File: src/rtl/add_seq_pkg.sv
// Shared types and constants for the nibble-serial add sequencer.
package add_seq_pkg;
    localparam int NIBBLE_W = 4;

    typedef enum logic [1:0] {
        IDLE = 2'b00,
        RUN  = 2'b01,
        DONE = 2'b10
    } add_seq_state_t;
endpackage

File: src/rtl/add_seq_ctrl_add4_slice.sv
// Combinational 4-bit ripple-carry adder slice shared by every nibble of an operation.
module add4_slice
    import add_seq_pkg::*;
(
    input  logic [NIBBLE_W-1:0] ina,
    input  logic [NIBBLE_W-1:0] inb,
    input  logic                cin,
    output logic [NIBBLE_W-1:0] sum,
    output logic                cout
);
    logic c;

    always_comb begin
        sum = '0;
        c   = cin;
        for (int i = 0; i < NIBBLE_W; i++) begin
            sum[i] = ina[i] ^ inb[i] ^ c;
            c      = (ina[i] & inb[i]) | (c & (ina[i] ^ inb[i]));
        end
        cout = c;
    end
endmodule

File: src/rtl/add_seq_ctrl.sv
// Valid/ready sequencer running a DATA_W-bit add one nibble per clock through one add4_slice.
// Optional subtract mode (req_sub port) is enabled by defining ADD_SEQ_SUB_EN.
module add_seq_ctrl
    import add_seq_pkg::*;
#(
    parameter int DATA_W = 16
) (
    input  logic              clk,
    input  logic              rst_n,
    input  logic              req_valid,
    output logic              req_ready,
    input  logic [DATA_W-1:0] req_a,
    input  logic [DATA_W-1:0] req_b,
    input  logic              req_cin,
`ifdef ADD_SEQ_SUB_EN
    input  logic              req_sub,
`endif
    output logic              rsp_valid,
    input  logic              rsp_ready,
    output logic [DATA_W-1:0] rsp_sum,
    output logic              rsp_cout,
    output logic              busy
);
    localparam int NIB   = DATA_W / NIBBLE_W;
    localparam int IDX_W = (NIB > 1) ? $clog2(NIB) : 1;
    localparam logic [IDX_W-1:0] IDX_LAST = IDX_W'(NIB - 1);

    if ((DATA_W % NIBBLE_W) != 0 || DATA_W < 8) begin : g_bad_width
        $error("add_seq_ctrl: DATA_W must be a multiple of 4 and >= 8");
    end

    add_seq_state_t state, state_next;
    logic [IDX_W-1:0]    idx;
    logic                carry;
    logic [DATA_W-1:0]   a_reg, b_reg;
    logic                accept, step, last;
    logic                carry_init;
    logic [NIBBLE_W-1:0] nib_a, nib_b, slice_b, slice_sum;
    logic                slice_cout;

    assign req_ready = (state == IDLE);
    assign rsp_valid = (state == DONE);
    assign busy      = (state != IDLE);

    always_ff @(posedge clk or negedge rst_n) begin
        if (!rst_n) state <= IDLE;
        else        state <= state_next;
    end

    always_comb begin
        state_next = state;
        accept     = 1'b0;
        step       = 1'b0;
        last       = 1'b0;
        case (state)
            IDLE: if (req_valid) begin
                accept     = 1'b1;
                state_next = RUN;
            end
            RUN: begin
                step = 1'b1;
                if (idx == IDX_LAST) begin
                    last       = 1'b1;
                    state_next = DONE;
                end
            end
            DONE: if (rsp_ready) state_next = IDLE;
            default: state_next = IDLE;
        endcase
    end

    // Subtract is A + ~B + 1: invert B per nibble and force the initial carry.
`ifdef ADD_SEQ_SUB_EN
    logic sub_reg;

    always_ff @(posedge clk) begin
        if (accept) sub_reg <= req_sub;
    end

    assign slice_b    = nib_b ^ {NIBBLE_W{sub_reg}};
    assign carry_init = req_sub ? 1'b1 : req_cin;
`else
    assign slice_b    = nib_b;
    assign carry_init = req_cin;
`endif

    // Operands only matter from accept onward, so they carry no reset.
    always_ff @(posedge clk) begin
        if (accept) begin
            a_reg <= req_a;
            b_reg <= req_b;
        end
    end

    assign nib_a = a_reg[NIBBLE_W*idx +: NIBBLE_W];
    assign nib_b = b_reg[NIBBLE_W*idx +: NIBBLE_W];

    add4_slice u_slice (
        .ina  (nib_a),
        .inb  (slice_b),
        .cin  (carry),
        .sum  (slice_sum),
        .cout (slice_cout)
    );

    always_ff @(posedge clk or negedge rst_n) begin
        if (!rst_n) begin
            idx      <= '0;
            carry    <= 1'b0;
            rsp_sum  <= '0;
            rsp_cout <= 1'b0;
        end else if (accept) begin
            idx     <= '0;
            carry   <= carry_init;
            rsp_sum <= '0;
        end else if (step) begin
            rsp_sum[NIBBLE_W*idx +: NIBBLE_W] <= slice_sum;
            carry <= slice_cout;
            if (last) begin
                rsp_cout <= slice_cout;
                idx      <= '0;
            end else begin
                idx <= idx + 1'b1;
            end
        end
    end
endmodule

File: config.mk
export PLATFORM = sky130hd
export DESIGN_NAME = add_seq_ctrl
export DESIGN_NICKNAME = d
export VERILOG_FILES = /design/src/rtl/add_seq_pkg.sv /design/src/rtl/add_seq_ctrl_add4_slice.sv /design/src/rtl/add_seq_ctrl.sv
export SDC_FILE = /design/constraint.sdc
export NUM_CORES = 1
export LEC_CHECK = 0
export BUFFER_PORTS_ARGS = -buffer_cell sky130_fd_sc_hd__buf_2
export CELL_PAD_IN_SITES_DETAIL_PLACEMENT = 0
export CELL_PAD_IN_SITES_GLOBAL_PLACEMENT = 1
export CORE_UTILIZATION = 43
export DETAILED_ROUTE_END_ITERATION = 8
export PLACE_DENSITY_LB_ADDON = 0.1
export REMOVE_ABC_BUFFERS = 1
export SYNTH_ARGS = -nofsm -noshare
export SYNTH_HDL_FRONTEND = slang
export SYNTH_HIERARCHICAL = 1
export SYNTH_SLANG_ARGS = --single-unit
export TNS_END_PERCENT = 20
File: constraint.sdc
create_clock -name clk -period 3.38 [get_ports clk]
set_input_delay 0.169 -clock clk [delete_from_list [all_inputs] [get_ports clk]]
set_output_delay 0.169 -clock clk [all_outputs]
set_load 0.01 [all_outputs]
Yosys cells after proc, flatten, opt, wreduce, memory -nomap -nowiden
Cells that the tools add are included.
{"block": "word_totals", "ff_bits": 54, "latchBits": 0, "mem_count": 0, "input_bits": 37, "mem_bits_ro": 0, "ramBits": 0}
{"block": "op_classes", "shift": 4, "bitwise_logic": 21, "n_reduce_logical": 5, "mul": 0, "n_addsub": 2, "n_mux": 17, "order_cmp": 0, "div_mod_pow": 0, "n_eq_ne": 6}
{"operator": "$neg A4 Y34", "n": 1}
{"operator": "$shift A4 B34 Y16 const A", "n": 1}
{"operator": "$shiftx A4 B34 Y16", "n": 1}
{"operator": "$mux W16", "n": 2}
{"operator": "$shiftx A16 B5 Y4", "n": 2}
{"operator": "$bwmux W16", "n": 1}
{"operator": "$mux W2", "n": 6}
{"operator": "$and A1 B1 Y1", "n": 8}
{"operator": "$xor A1 B1 Y1", "n": 8}
{"operator": "$mux W1", "n": 7}
{"operator": "$pmux W2 S3", "n": 1}
{"operator": "$reduce_and A3 Y1", "n": 2}
{"operator": "$eq A2 B2 Y1 const B", "n": 2}
{"operator": "$ne A2 B2 Y1 const B", "n": 2}
{"operator": "$or A1 B1 Y1", "n": 4}
{"operator": "$reduce_bool A2 Y1", "n": 2}
{"operator": "$add A2 B1 Y2 const B", "n": 1}
{"operator": "$eq A2 B1 Y1 const B", "n": 1}
{"operator": "$logic_not A2 Y1", "n": 1}
{"operator": "$ne A2 B1 Y1 const B", "n": 1}
{"operator": "$not A1 Y1", "n": 1}

Logic depth before layout (Yosys ltp)
{"block": "logic_depth", "word_depth": 13, "depth_mapped": 12}

By module
Netlist, hierarchy kept.
{"module": "add_seq_ctrl", "cells_per_inst": 124, "area_each_um2": 2217.1, "n_inst": 1}
{"module": "add4_slice", "cells_per_inst": 14, "area_each_um2": 117.6, "n_inst": 1}

Worst setup path before layout
OpenSTA, ideal clock, no wires.
{"block": "synth_timing", "kind": "register to register", "from": "reg idx[0]", "to": "reg rsp_sum[11]", "setup_ns": 0.065, "required_ns": 3.315, "path_stages_with_launch": 12, "synth_period_minus_slack_ns": 3.000, "path_slack_ns": 0.380, "arrival_ns": 2.935, "cell_sequence": "dfrtp_1 buf_6 mux4_2 fa_1 inv_1 fa_1 inv_1 fa_1 inv_1 fa_1 inv_1 a22o_1"}
{"block": "synth_between", "elab_chain_len": 13}
{"item": "start, declared", "line_no": "add_seq_ctrl.sv:33", "rtl": "logic [IDX_W-1:0] idx;"}
{"item": "start signal, assigned", "line_no": "add_seq_ctrl.sv:123", "rtl": "idx <= idx + 1'b1;"}
{"item": "$shiftx A16 B5 Y4 (*)", "line_no": "add_seq_ctrl.sv:95", "rtl": "assign nib_a = a_reg[NIBBLE_W*idx +: NIBBLE_W];"}
{"item": "via nib_a[0]", "line_no": "add_seq_ctrl.sv:38", "rtl": "logic [NIBBLE_W-1:0] nib_a, nib_b, slice_b, slice_sum;"}
{"item": "$xor A1 B1 Y1", "line_no": "add_seq_ctrl_add4_slice.sv:18", "rtl": "c = (ina[i] & inb[i]) | (c & (ina[i] ^ inb[i]));"}
{"item": "$and A1 B1 Y1", "line_no": "add_seq_ctrl_add4_slice.sv:18"}
{"item": "$or A1 B1 Y1 (*)", "line_no": "add_seq_ctrl_add4_slice.sv:18"}
{"item": "$and A1 B1 Y1 (*)", "line_no": "add_seq_ctrl_add4_slice.sv:18"}
{"item": "$or A1 B1 Y1 (*)", "line_no": "add_seq_ctrl_add4_slice.sv:18"}
{"item": "$and A1 B1 Y1 (*)", "line_no": "add_seq_ctrl_add4_slice.sv:18"}
{"item": "$or A1 B1 Y1 (*)", "line_no": "add_seq_ctrl_add4_slice.sv:18"}
{"item": "$xor A1 B1 Y1 (*)", "line_no": "add_seq_ctrl_add4_slice.sv:17", "rtl": "sum[i] = ina[i] ^ inb[i] ^ c;"}
{"item": "via slice_sum[3]", "line_no": "add_seq_ctrl.sv:38"}
{"item": "$shiftx A4 B34 Y16 (*)", "line_no": "add_seq_ctrl.sv:117", "rtl": "rsp_sum[NIBBLE_W*idx +: NIBBLE_W] <= slice_sum;"}
{"item": "$bwmux W16 (*)", "line_no": "add_seq_ctrl.sv:117"}
{"item": "$mux W16 (*)", "line_no": "add_seq_ctrl.sv:116", "rtl": "end else if (step) begin"}
{"item": "$mux W16 (*)", "line_no": "add_seq_ctrl.sv:112", "rtl": "end else if (accept) begin"}
{"item": "end signal, assigned by index", "line_no": "add_seq_ctrl.sv:117"}
{"item": "end, declared", "line_no": "add_seq_ctrl.sv:20", "rtl": "output logic [DATA_W-1:0] rsp_sum,"}
Mark *: on every way through the listed nets, which the timed path passes. The rest lies on a longest branch. The select of a mux whose other input is x is not followed.
A chain may end at the register's enable or synchronous reset.

Final worst setup path
{"block": "layout_timing", "from": "reg idx[0]", "to": "reg rsp_sum[15]"}
Same word-level chain as after synthesis.

==> metrics.md <==
| Metric | Value |
|---|---|
| Outcome | finished, final reports clean |
| Post-CTS Setup Bufs | 0 |
| CTS Sinks | 54 |
| Critical Path AT | roughly 3.1 ns |
| Switching part of the total | 38.0% |
| First-pass GRT wire length | 6500 um |
| Boundary Pins | between 50 and 60 |
| Inst Count DP | roughly 260 |
| Top cell type by total area after synthesis | edfxtp_1 |
| Startpoint types | register |
| Final GP Congestion | about 0.79 |
| Clock share of power | 15.8% |
| Fmax achieved | 348 MHz |
| Slowest stage delay, CP | between 0.5 and 0.6 ns |
| Clk root buf | clkbuf_8 |
| Total CTS buffers | 5 |
| Vias in the first global route | about 1300 |
| VDD IR-drop max | between 200 and 300 uV |
| Setup violators final | 0 |
| Register area share after synthesis | 64.7% |
| Synthesis Warnings | 6 |
| Final Hold Vio Count | 0 |
| Mapped Avg Cell Area | 16.9 um^2 |
| Hold depth | 1 |
| Hold Crit Class | input port to register |
| Core area | 5170 um^2 |
| Maxcap violations | 0 |
| Post-synth top cells | edfxtp_1, dfrtp_1, a22o_1 |
| Final Non-Filler Cells | around 270 |
| CP endpoint kind | register |
| Setup CP Type | register to register |
| Initial antenna violation count | 0 |
| Post-Syn Area | roughly 2300 um^2 |
| Switching power | slightly below 1000 uW |
| Unrepaired setup endpoints after global routing | no |
| Largest fanout on the critical path | 4 |
| Synth area leaders | edfxtp_1, dfrtp_1, mux4_2, a22o_1, fa_1 |
| Post-CTS Resized | 0 |
| Reg clk slew, reported paths | 0.09 ns |
| Drt first-iter violations | 63 |
| Worst flop-to-flop path endpoint | rsp_sum[15]$_DFFE_PN0P_ |
| Family with the most delay on the worst path | adder cells |
| Top cell type's share of synthesized area | between 40% and 50% |
| Post-synth cell types | 28 |
| Yosys reg bits | between 50 and 60 |
| Clock tree buffer depth | 2 |
| Max-slew violations | 0 |
| Die Y | ~76 um |
| Via Count | 1333 |
| Final cycle utilization of the critical path | approximately 85% |
| Crit path from | idx[0]$_DFFE_PN0P_ |
| Overall Global Routing Usage | between 10% and 20% |
| Largest net degree at the start of global routing | 33 |
| Grt total ovfl | 0 |
| FF-to-FF path depth | 10 |
| Post-layout minimum cycle time | 2.87 ns |
| Initial core utilization | a little under half |
| CTS Hold Bufs | 1 |
| Post-Route Skew | about 0.0033 ns |
| CTS tree | done |
| Share of post-route cells with drive strength above 1 | between 40% and 50% |
| Fraction of registers with async set/reset | about two fifths |
| Max-slew headroom | between 60% and 70% |
| Register share of total power | roughly 39% |
| Row cnt | 26 |
| Die Area | ~5700 um^2 |
| Reg2Reg Setup Slack | slightly above 0.5 ns |
| Setup TNS | 0 ns |
| Antenna Diode Count | 0 |
| # fillers | ~420 |
| Pwr dens | slightly above 900 nW/um^2 |
| Buffers & Inverters on Critical Path | 4 |
| CP Cell Sequence | mux4_2 > fa_1 > inv_1 > fa_1 > inv_1 > fa_1 > inv_1 > fa_1 > inv_1 > a22o_1 |
| Worst R2R Start | idx[0]$_DFFE_PN0P_ |
| Leakage | about 0.0013 uW |
| Slew @ Worst Pin | between 0.4 and 0.5 ns |
| Layout Area Growth over Synthesis | 21.0% |
| Final #Nets | 249 |
| Main flop type after synthesis | edfxtp_1 |
| Power share of the combinational group | 45.6% |
| Buffers on Ports | between 50 and 60 |
| Count leader, synth | edfxtp_1 |
| Required @ worst endpoint | between 3 and 4 ns |
| Internal power | between 1500 and 2000 uW |
| Routed wire per std cell | between 10 and 15 um |
| Antenna Violating Nets Remaining | 0 |
| Die width | between 70 and 80 um |
| Post-synthesis cell count | roughly 140 |
| Routed WL | approximately 4000 um |
| Residual DRC count | 0 |
| Min-delay src | req_a[4] |
| WHS Endpoint | a_reg[4]$_DFFE_PP_ |
| Total iterations of the first detailed-routing run | 4 |
| CP max-delay cell | mux4_2 |
| Detailed placement HPWL | around 3000 um |
| Worst-Skew Late Latency | 0.30 ns |
| Via/cell ratio | between 4 and 5 |
| CTS H-tree depth | 2 |
| EDFF count, synth | 32 |
-- worst register-to-register path, delay by kind of cell, from the launching register on --
family                   cells  cell delay (ns)
AO/OA/AOI/OAI                1             0.16
multiplexers                 1             0.54
buffers and inverters        4             0.35
adder cells (fa/ha/maj)      4             1.32
flip-flops                   1             0.44
-- power by group through the flow --
| stage | registers, uW | clock network [uW] | logic [uW] |
|---|---|---|---|
| 2_1_floorplan | 1080 | 0 | 740 |
| 5_1_grt | 1030 | 452 | 1330 |
| 6_report | 1000 | 411 | 1180 |
| 4_1_cts | 1010 | 423 | 1210 |
| 3_3_place_gp | 1010 | 0 | 1210 |
| 3_5_place_dp | 1020 | 0 | 1210 |
-- cells in the final DEF, fill, tap and decap left out, types with 2 or more instances in the layout --
master and count:
fa_1 4, clkbuf_8 5, inv_1 12, a22o_1 17
buf_2 56, buf_4 4, nand2_1 7, edfxtp_1 32
dfrtp_1 22, nor4b_4 2, ha_1 6, mux4_2 8
a21oi_1 2, nor2_1 2, mux2_1 2, nand2b_1 2
a21o_1 4
-- area by class of cell --
type	instances	area, um^2	share of cell area [%]
Sequential cell	54	1510	53.5
Multi-Input combinational cell	67	753	26.7
Timing Repair Buffer	61	320	11.3
Tap cell	70	87.6	3.10
Clock buffer	5	68.8	2.44
Inverter	13	48.8	1.73
Clock inverter	2	33.8	1.20
-- per-layer routing --
metal,up-vias,track usage (%),wire [um]
met2,42,26.9,2100
met5,-,0,0
li1,639,-,-
met3,4,4.37,169
met4,0,4.94,34
met1,648,20.6,1720
-- worst max path at each step --
stage / to / cells past startpoint
after floorplan: rsp_sum[11]$_DFFE_PN0P_ / 10
after global placement: rsp_sum[15]$_DFFE_PN0P_ / 10
final: rsp_sum[15]$_DFFE_PN0P_ / 10
after global routing: rsp_sum[15]$_DFFE_PN0P_ / 10
after CTS: rsp_sum[15]$_DFFE_PN0P_ / 10
after detailed placement: rsp_sum[15]$_DFFE_PN0P_ / 10
-- cells by family after synthesis --
family	synth area share (%)
buffers and inverters	3.11
DFF	64.7
adders and majority gates	6.65
AOI/OAI and AO/OA	8.63
and+or+nand+nor	8.20
muxes	8.68
-- per-stage QoR --
step / utilization, % / area, um^2 / setup WS (ns) / hold slack [ns] / power [uW]
3_5_place_dp: 52.4 / 2710 / 0.511 / 0.160 / 2230
6_report: 54.6 / 2820 / 0.509 / 0.0335 / 2600
3_3_place_gp: 52.4 / 2710 / 0.551 / 0.151 / 2210
5_1_grt: 54.6 / 2820 / 0.340 / 0.0124 / 2810
4_1_cts: 54.6 / 2820 / 0.466 / 0.0245 / 2640
2_1_floorplan: - / 2310 / 0.179 / -0.127 / 1820
Note: power is estimated with default switching activity, not from simulation.
